--- src/rtl/clk_monitor.sv ---
// Measures the period of an asynchronous monitored clock in system-clock cycles.
// Flags out-of-window and stopped clocks, and reports lock after a run of good periods.
module clk_monitor #(
  parameter int CNT_W      = 16,
  parameter int PERIOD_MIN = 4,
  parameter int PERIOD_MAX = 6,
  parameter int TIMEOUT    = 64,
  parameter int LOCK_COUNT = 4
) (
  input  logic             clk,
  input  logic             rst,
  input  logic             mon_clk_i,
  input  logic             enable_i,
  input  logic             clear_i,
  output logic [CNT_W-1:0] period_o,
  output logic             period_valid_o,
  output logic             too_fast_o,
  output logic             too_slow_o,
  output logic             stopped_o,
  output logic             locked_o,
  output logic [CNT_W-1:0] edge_cnt_o
);

  localparam int RUN_W = $clog2(LOCK_COUNT + 1);
  localparam logic [CNT_W-1:0] MIN_C     = CNT_W'(PERIOD_MIN);
  localparam logic [CNT_W-1:0] MAX_C     = CNT_W'(PERIOD_MAX);
  localparam logic [CNT_W-1:0] TIMEOUT_C = CNT_W'(TIMEOUT);
  localparam logic [RUN_W-1:0] LOCK_C    = RUN_W'(LOCK_COUNT);

  typedef enum logic [1:0] {IDLE, ACQUIRE, MEASURE} state_t;

  state_t           state, state_nxt;
  logic             s1, s2, s3;
  logic             rise;
  logic [CNT_W-1:0] cnt, cnt_nxt, cnt_inc;
  logic [RUN_W-1:0] run, run_nxt, run_inc;
  logic             locked_nxt;
  logic [CNT_W-1:0] period_nxt, edge_nxt;
  logic             valid_nxt;
  logic             set_fast, set_slow, set_stop;

  // The rise lags the real edge by a constant 2-3 cycles, which cancels out of periods.
  assign rise    = s2 & ~s3;
  assign cnt_inc = (cnt == '1) ? cnt : cnt + 1'b1;
  assign run_inc = (run == LOCK_C) ? run : run + 1'b1;

  // NOTE: every signal gets a default at the top of always_comb so no path leaves it
  // unassigned; an unassigned path would infer a latch.
  always_comb begin
    state_nxt  = state;
    cnt_nxt    = cnt;
    run_nxt    = run;
    locked_nxt = locked_o;
    period_nxt = period_o;
    edge_nxt   = edge_cnt_o;
    valid_nxt  = 1'b0;
    set_fast   = 1'b0;
    set_slow   = 1'b0;
    set_stop   = 1'b0;

    if (!enable_i) begin
      state_nxt  = IDLE;
      cnt_nxt    = '0;
      run_nxt    = '0;
      locked_nxt = 1'b0;
    end else begin
      unique case (state)
        IDLE: begin
          cnt_nxt    = '0;
          run_nxt    = '0;
          locked_nxt = 1'b0;
          state_nxt  = ACQUIRE;
        end
        ACQUIRE: begin
          if (rise) begin
            cnt_nxt   = CNT_W'(1);
            state_nxt = MEASURE;
          end else if (cnt == TIMEOUT_C) begin
            set_stop = 1'b1;
            cnt_nxt  = '0;
          end else begin
            cnt_nxt = cnt_inc;
          end
        end
        MEASURE: begin
          // A rise landing on the timeout cycle is still a valid measurement.
          if (rise) begin
            period_nxt = cnt;
            valid_nxt  = 1'b1;
            edge_nxt   = edge_cnt_o + 1'b1;
            cnt_nxt    = CNT_W'(1);
            if (cnt < MIN_C) begin
              set_fast   = 1'b1;
              run_nxt    = '0;
              locked_nxt = 1'b0;
            end else if (cnt > MAX_C) begin
              set_slow   = 1'b1;
              run_nxt    = '0;
              locked_nxt = 1'b0;
            end else begin
              run_nxt = run_inc;
              if (run_inc == LOCK_C) locked_nxt = 1'b1;
            end
          end else if (cnt == TIMEOUT_C) begin
            set_stop   = 1'b1;
            run_nxt    = '0;
            locked_nxt = 1'b0;
            cnt_nxt    = '0;
            state_nxt  = ACQUIRE;
          end else begin
            cnt_nxt = cnt_inc;
          end
        end
        default: state_nxt = IDLE;
      endcase
    end
  end

  // NOTE: sequential state uses non-blocking assignments so every flop samples
  // pre-edge values, independent of statement order.
  always_ff @(posedge clk) begin
    if (rst) begin
      state          <= IDLE;
      s1             <= 1'b0;
      s2             <= 1'b0;
      s3             <= 1'b0;
      cnt            <= '0;
      run            <= '0;
      period_o       <= '0;
      period_valid_o <= 1'b0;
      too_fast_o     <= 1'b0;
      too_slow_o     <= 1'b0;
      stopped_o      <= 1'b0;
      locked_o       <= 1'b0;
      edge_cnt_o     <= '0;
    end else begin
      state          <= state_nxt;
      s1             <= mon_clk_i;
      s2             <= s1;
      s3             <= s2;
      cnt            <= cnt_nxt;
      run            <= run_nxt;
      period_o       <= period_nxt;
      period_valid_o <= valid_nxt;
      // Sticky flags: a set in the same cycle as clear_i wins.
      too_fast_o     <= set_fast | (too_fast_o & ~clear_i);
      too_slow_o     <= set_slow | (too_slow_o & ~clear_i);
      stopped_o      <= set_stop | (stopped_o & ~clear_i);
      locked_o       <= locked_nxt;
      edge_cnt_o     <= edge_nxt;
    end
  end

endmodule
--- config.mk ---
export PLATFORM = sky130hd
export DESIGN_NAME = clk_monitor
export DESIGN_NICKNAME = d
export VERILOG_FILES = /design/src/rtl/clk_monitor.sv
export SDC_FILE = /design/constraint.sdc
export NUM_CORES = 1
export LEC_CHECK = 0
export ABC_AREA = 1
export CORE_MARGIN = 5
export CORE_UTILIZATION = 59
export DETAILED_ROUTE_END_ITERATION = 8
export MAX_ROUTING_LAYER = met4
export PLACE_DENSITY_LB_ADDON = 0.25
export SLEW_MARGIN = 5
export SYNTH_ARGS = -nofsm -noshare
export SYNTH_HDL_FRONTEND = slang
export SYNTH_SLANG_ARGS = --single-unit
--- constraint.sdc ---
create_clock -name clk -period 3 [get_ports clk]
set_input_delay 0.6 -clock clk [delete_from_list [all_inputs] [get_ports clk]]
set_output_delay 0.6 -clock clk [all_outputs]
set_load 0.01 [all_outputs]
# --- Word level (Yosys, flattened, before mapping) ---
# Index checks and enable logic that the tools add are counted.
totals:
  ff_bits: 61
  input_bits: 5
  out_inout_bits: 37
  elab_cells: 86
op_classes:
  addsub: 3
  order_cmp: 2
  eq_ne: 12
  muxes: 34
  bitwise: 11
  n_reduce_logical: 11
ops:
  columns: ["cell", "count"]
  rows:
  - ["$mux W16", 3]
  - ["$add A16 B1 Y16 const B", 2]
  - ["$pmux W16 S2", 1]
  - ["$mux W1", 19]
  - ["$eq A16 B16 Y1 const B", 1]
  - ["$eq A16 B7 Y1 const B", 1]
  - ["$gt A16 B3 Y1 const B", 1]
  - ["$lt A16 B3 Y1 const B", 1]
  - ["$mux W3", 5]
  - ["$reduce_and A3 Y1", 3]
  - ["$eq A3 B3 Y1 const B", 2]
  - ["$mux W2", 3]
  - ["$ne A2 B2 Y1 const B", 3]
  - ["$pmux W2 S3", 1]
  - ["$pmux W3 S2", 1]
  - ["$ne A5 B5 Y1 const B", 1]
  - ["$and A1 B1 Y1", 4]
  - ["$ne A4 B3 Y1 const B", 1]
  - ["$not A1 Y1", 4]
  - ["$reduce_and A2 Y1", 2]
  - ["$reduce_bool A2 Y1", 2]
  - ["$reduce_or A2 Y1", 2]
  - ["$add A3 B1 Y3 const B", 1]
  - ["$ne A3 B3 Y1 const B", 1]
  - ["other kinds (6)", 8]

# --- Longest topological paths before layout ---
# Gate-level depths: netlist of run 1.
depth:
  word_depth: 8
  ltp_mapped: 10
  mapped_depth_nobuf: 10

# --- Least setup slack after synthesis of run 1 ---
# Ideal clock, no wire load.
synth_timing:
  path_kind: "flip-flop to flip-flop"
  start: "register state[0]"
  end: "register cnt[4]"
  setup_time_ps: 110
  t_arrival_ps: 1511
  t_required_ps: 2890
  path_slack_ps: 1379
  stages_incl_launch_ff: 10
  n_path_buf: 1
  period_less_slack_ps: 1621
  path_cell_list: "dfxtp_1 -> inv_1 -> ha_1 -> inv_1 -> nor2_1 -> a21oi_2 -> buf_6 -> o21ai_0 -> inv_1 -> nor2_1"
synth_via:
  elab_chain_cells: 4
  elab_cells_between_ends: 8
  cone_classes: "eq/ne (3); mux (1); reduce/logical (4)"
synth_lines:
  columns: ["element", "line", "rtl"]
  rows:
  - ["from (decl)", "32", "state_t state, state_nxt;"]
  - ["from (signal assigned)", "137", "state <= state_nxt;"]
  - ["$eq A2 B2 Y1 / $eq A2 B1 Y1 (equally long branches)", "67", "unique case (state)"]
  - ["$reduce_or A2 Y1 (no source line)", null, null]
  - ["$ne A4 B3 Y1 (no source line) / $reduce_bool A2 Y1 (equally long branches)", null, null]
  - ["$reduce_and A2 Y1 (no source line)", null, null]
  - ["to (signal assigned)", "141", "cnt <= cnt_nxt;"]
  - ["to (decl)", "35", "logic [CNT_W-1:0] cnt, cnt_nxt, cnt_inc;"]
# Several ways; a longest one is shown, not always the timed one.
# A chain may end at the register's enable or synchronous reset.

==> flow_summary.ini, run 1 <==
[worst_setup_path]
cp-start-kind = primary input
crit_type = in -> reg
critPathRequiredTime_ns = 3.25
crit_chain = clkdlybuf4s50_1, inv_1, o21ai_0, a21oi_1
end_kind = flop
cp.arrival_ns = 2.33
slowest_delay_ns = 0.66
worstPathMaxFanout = 29
critPathSlowestCell = inv_1

[routing]
vias = 3231
ant_nets = 0
wl_mm = 7.94
first_iter_violations = 303
avgRoutedWirePerCell_microns = 13.5
met2_wirelength_mm = 3.71
wl_met3_microns = 672
top_layer = met4
routed_via_density = 5.49
drc = 0
met1_length_mm = 3.41
firstDrtPassIters = 6

[power_and_ir_drop]
powerDensity_nw_per_um2 = 464
p_total_uw = 1790
ir_drop_mv = 0.298
p_leak_uw = 0.00149

[placement]
gp_congestion = 0.922
place_ws_ns = 0.648
dp_hpwl_mm = 5.56
io_buffers = 41

[finish]
drive_gt1_share_pct = 8.30
diodes = 0
fin_util_pct = 74.6
fillers = 391
area_growth_pct = 21.0
final_nets = 528

[synth]
synth_top_area_share_pct = 38.3
synthArstFlopShare_pct = 0
syn_inst = 471
synth.most_common_cell = nand2_1
ys_warn_count = 0
avgSynthCellArea_sq_um = 6.77
yosys.area.top_type = dfxtp_1
synth_edf_count = 0
synth_fp_nets = 486
yosysSeqAreaShare_pct = 38.3
yosys-top-cells-count = nand2_1, nor2_1, dfxtp_1
ys_types = 30
synth_area_leaders = dfxtp_1, nand2_1, nor2_1, inv_1, a21oi_1
synth-seq-cells = 61
synth_ff_type = dfxtp_1
synth_area_sq_um = 3190

[cts]
cts_tree = built
cts_buffer_depth = 2
numCtsBuffers = 9
cts.repair.resized = 0
postCtsHoldBufs = 0
htree_levels = 3
root_buffer = clkbuf_8
postCtsSetupBuffers = 0
clock_latency_ns = 0.33
cts.sinks = 61
clk_pin_slew_ns = 0.07

[timing]
drv_slew = 0
hold_ws_ns = 0.404
worstMarginPinSlew_ns = 0.734
tns_ns = 0
fin_crit_sh_pct = 69.1
clock_skew_ns = 0.00756
setup_ws_ns = 0.927
rsz0062_at_grt = false
fmax_mhz = 482
finalSetupViolations = 0
slew-limit-headroom_pct = 51.0
finalHoldViolCount = 0
post-route-min-period_ns = 2.07

[grt]
grt_pass1_vias = 2885
grt_overflow = 0
antenna_found_initial = 0
grtUsageTotal_pct = 23.5
grt_pass1_wl_mm = 13.1
grt_max_degree = 37

[floorplan]
die_h_microns = 83.5
rows = 26
initial_core_util_pct = 61.6
die_x_microns = 83.5
core_area_sq_um = 5170
die_area_sq_um = 6970
ios = 42

[flow_run]
drv_cap = 0

[hold_path]
hold_path_class = reg -> reg

[run_status]
status = complete, no violations
==> per-layer routing <==
layer  vias up  global-route usage [%]
met5         -                       -
met4         0                    8.19
met3        20                    5.63
met2       154                    37.0
met1      1472                    29.5
li1       1585                       -
==> where the power goes <==
| part | leakage (uW) | total (uW) | switching (uW) | internal, uW |
|---|---|---|---|---|
| clock network | 0.000121 | 894 | 320 | 574 |
| logic | 0.000873 | 77.8 | 53.0 | 24.8 |
| registers | 0.000492 | 818 | 4.03 | 814 |
==> cell type report <==
class / count / area, sq um / share of cell area (%)
clock buffer: 12 / 145 / 3.76
tap: 70 / 87.6 / 2.27
clock inverter: 4 / 95.1 / 2.46
inverter: 60 / 225 / 5.84
sequential: 61 / 1220 / 31.6
multi-input combinational: 338 / 1660 / 43.0
timing repair buffer: 43 / 425 / 11.0
==> registers in the layout (all words and copies together) (netlist names), 2 cells and up <==
register,count
cnt,16
edge_cnt_o,16
period_o,16
run,3
state,2
==> cells by family (layout without fill, tap and decap cells) <==
logic type      Yosys count  after routing  synth area share [%]
fa+ha+maj                10             10                  3.92
flops                    61             61                  38.3
compound gates           83             83                  14.2
simple gates            242            242                  33.1
xor+xnor                  3              3                 0.824
buf+inv                  72            119                  9.65
==> cells in the final DEF (no fill, tap or decap), types with 2 or more instances in the layout <==
cell	netlist	routed
a21oi_1	37	37
a21oi_2	8	8
buf_4	2	2
bufinv_16	0	3
clkbuf_1	3	2
clkbuf_8	0	10
clkdlybuf4s50_1	0	41
dfxtp_1	61	61
ha_1	10	10
inv_1	59	59
nand2_1	114	114
nand2_2	5	5
nand2_4	2	2
nand3_1	25	25
nand3b_1	3	3
nand4_1	7	7
nor2_1	67	67
nor2_2	4	4
nor2_4	4	4
nor3_1	9	9
o21ai_0	35	35
xor2_1	2	2
==> metrics by stage <==
stage	area, sq um	std cells
floorplan	3190	471
global placement	3620	572
detailed placement	3620	572
CTS	3860	588
global route	3860	588
finish	3860	588
==> worst paths after layout <==
| kind | start | to | slack, ns | cells after the start |
|---|---|---|---|---|
| max | rst | edge_cnt_o[0] | 0.93 | 4 |
| min | s1 | s2 | 0.40 | 2 |
| max reg2reg | state[0] | cnt[2] | 0.96 | 8 |
| min reg2reg | s1 | s2 | 0.40 | 2 |
==> critical path: cells and delay by family <==
family                 cells  cell delay [ns]
AO/OA/AOI/OAI              2             0.42
buffers and inverters      2             1.30
Power figures use the tool's default switching activity.
==> run 2, diff against run 1 <==
- CORE_UTILIZATION: 59 -> 55
- clock period: 3 -> 2 ns (I/O delays scaled with it)
==> flow_summary.ini, run 2 (same netlist as run 1, synthesis figures left out) <==
[run_status]
status = complete, no violations

[placement]
io_buffers = 41
dp_hpwl_mm = 5.78
gp_congestion = 0.933

[routing]
wl_mm = 7.67
vias = 3143
top_layer = met4
firstDrtPassIters = 5
met1_length_mm = 3.48
routed_via_density = 5.26
ant_nets = 0
first_iter_violations = 254
drc = 0
wl_met3_microns = 499
met2_wirelength_mm = 3.55
avgRoutedWirePerCell_microns = 12.8

[floorplan]
initial_core_util_pct = 57.2
ios = 42
die_area_sq_um = 7420
core_area_sq_um = 5570
die_h_microns = 86.1
rows = 27
die_x_microns = 86.1

[cts]
clock_latency_ns = 0.34
root_buffer = clkbuf_8
cts_buffer_depth = 2
cts_tree = built
htree_levels = 3
cts.sinks = 61
postCtsSetupBuffers = 0
clk_pin_slew_ns = 0.07
numCtsBuffers = 9

[power_and_ir_drop]
p_leak_uw = 0.00151
powerDensity_nw_per_um2 = 633
ir_drop_mv = 0.572

[timing]
finalHoldViolCount = 0
fin_crit_sh_pct = 90.0
post-route-min-period_ns = 1.80
hold_ws_ns = 0.437
clock_skew_ns = 0.00600
slew-limit-headroom_pct = 69.7
fmax_mhz = 555
drv_slew = 0
tns_ns = 0
finalSetupViolations = 0
rsz0062_at_grt = false
worstMarginPinSlew_ns = 0.450

[worst_setup_path]
slowest_delay_ns = 0.38
critPathSlowestCell = dfxtp_1
cp.arrival_ns = 2.08
cp-start-kind = flop
crit_chain = inv_1, ha_1, inv_1, nor2_1, a21oi_2, buf_4, nand2_1, nand2_1, nand2_1, nor2_1
cpMostUsedCell = nand2_1
reg2reg_depth = 10
critPathRequiredTime_ns = 2.28
end_kind = flop
worstPathMaxFanout = 14
r2r_start = state[0]
r2r_slack_ns = 0.20
crit_type = reg -> reg
reg2reg_to = cnt[4]

[finish]
multi_input_area_sq_um = 1660
area_growth_pct = 22.3
fillers = 449
reg.largest.list = cnt (16), edge_cnt_o (16), period_o (16)
regArea_sq_um = 1220
diodes = 0
final_nets = 536
final_common_cell = nand2_1
final_cell_mix = nand2_1, nor2_1, dfxtp_1, inv_1, clkdlybuf4s50_1
drive_gt1_share_pct = 9.89

[hold_path]
hold_path_class = reg -> reg
hp-start = s1
min_to = s2
min_delay_path_depth = 2

[grt]
grtUsageTotal_pct = 22.7
grt_pass1_wl_mm = 13.2
grt_overflow = 0
antenna_found_initial = 0
grt_max_degree = 22
grt_pass1_vias = 2918

[flow_run]
drv_cap = 0
-- run 2: worst max-delay path by stage --
| stage | start | cells after the start | endpoint |
|---|---|---|---|
| final | state[0] | 10 | cnt[4] |
| after global routing | state[1] | 9 | cnt[6] |
| after CTS | state[0] | 9 | cnt[13] |
| after detailed placement | enable_i | 7 | period_o[10] |
| after global placement | enable_i | 8 | edge_cnt_o[10] |
| after floorplan | state[0] | 9 | cnt[4] |
-- run 2: per-layer routing --
metal,GRT usage (%),vias to the layer above
met3,5.76,14
met1,28.2,1418
met5,-,-
met2,35.2,105
li1,-,1606
met4,8.63,0
-- run 2: worst max-delay path, delay by kind of cell (launching register included) --
| family | cells | cell delay (ns) |
|---|---|---|
| fa+ha+maj | 1 | 0.36 |
| simple gates | 5 | 0.38 |
| compound gates | 1 | 0.14 |
| buf+inv | 3 | 0.48 |
| flops | 1 | 0.38 |
-- run 2: final cells by class --
type	count	area share [%]
clock buffer	11	3.63
clock inverter	5	1.51
inverter	60	5.78
multi-input combinational	338	42.7
sequential	61	31.3
tap	72	2.31
timing repair buffer	51	12.8
-- run 2: power by group --
| part | switching (uW) | internal (uW) |
|---|---|---|
| clock network | 502 | 611 |
| logic | 82.9 | 46.8 |
| registers | 5.38 | 1220 |
-- run 2: timing repair --
| action | CTS | global route |
|---|---|---|
| hold buffers | 0 | 0 |
| setup endpoints to repair | 0 | 1 |
| gates resized for setup | 0 | 1 |
-- run 2: per-stage QoR --
stage	cell area, sq um	cells	utilization, %	total power [uW]	setup WS, ns
2_1_floorplan	3190	471	-	1340	0.379
3_3_place_gp	3690	582	66.3	1380	0.119
3_5_place_dp	3690	582	66.3	1380	0.0260
4_1_cts	3890	598	69.9	2490	0.152
5_1_grt	3900	598	69.9	2570	0.0474
6_report	3900	598	69.9	2470	0.200
==> run 3, diff against run 2 <==
- CAP_MARGIN: unset -> 20
==> results of run 3 <==
The final DEF is identical to that of run 2; final timing and power are the same.
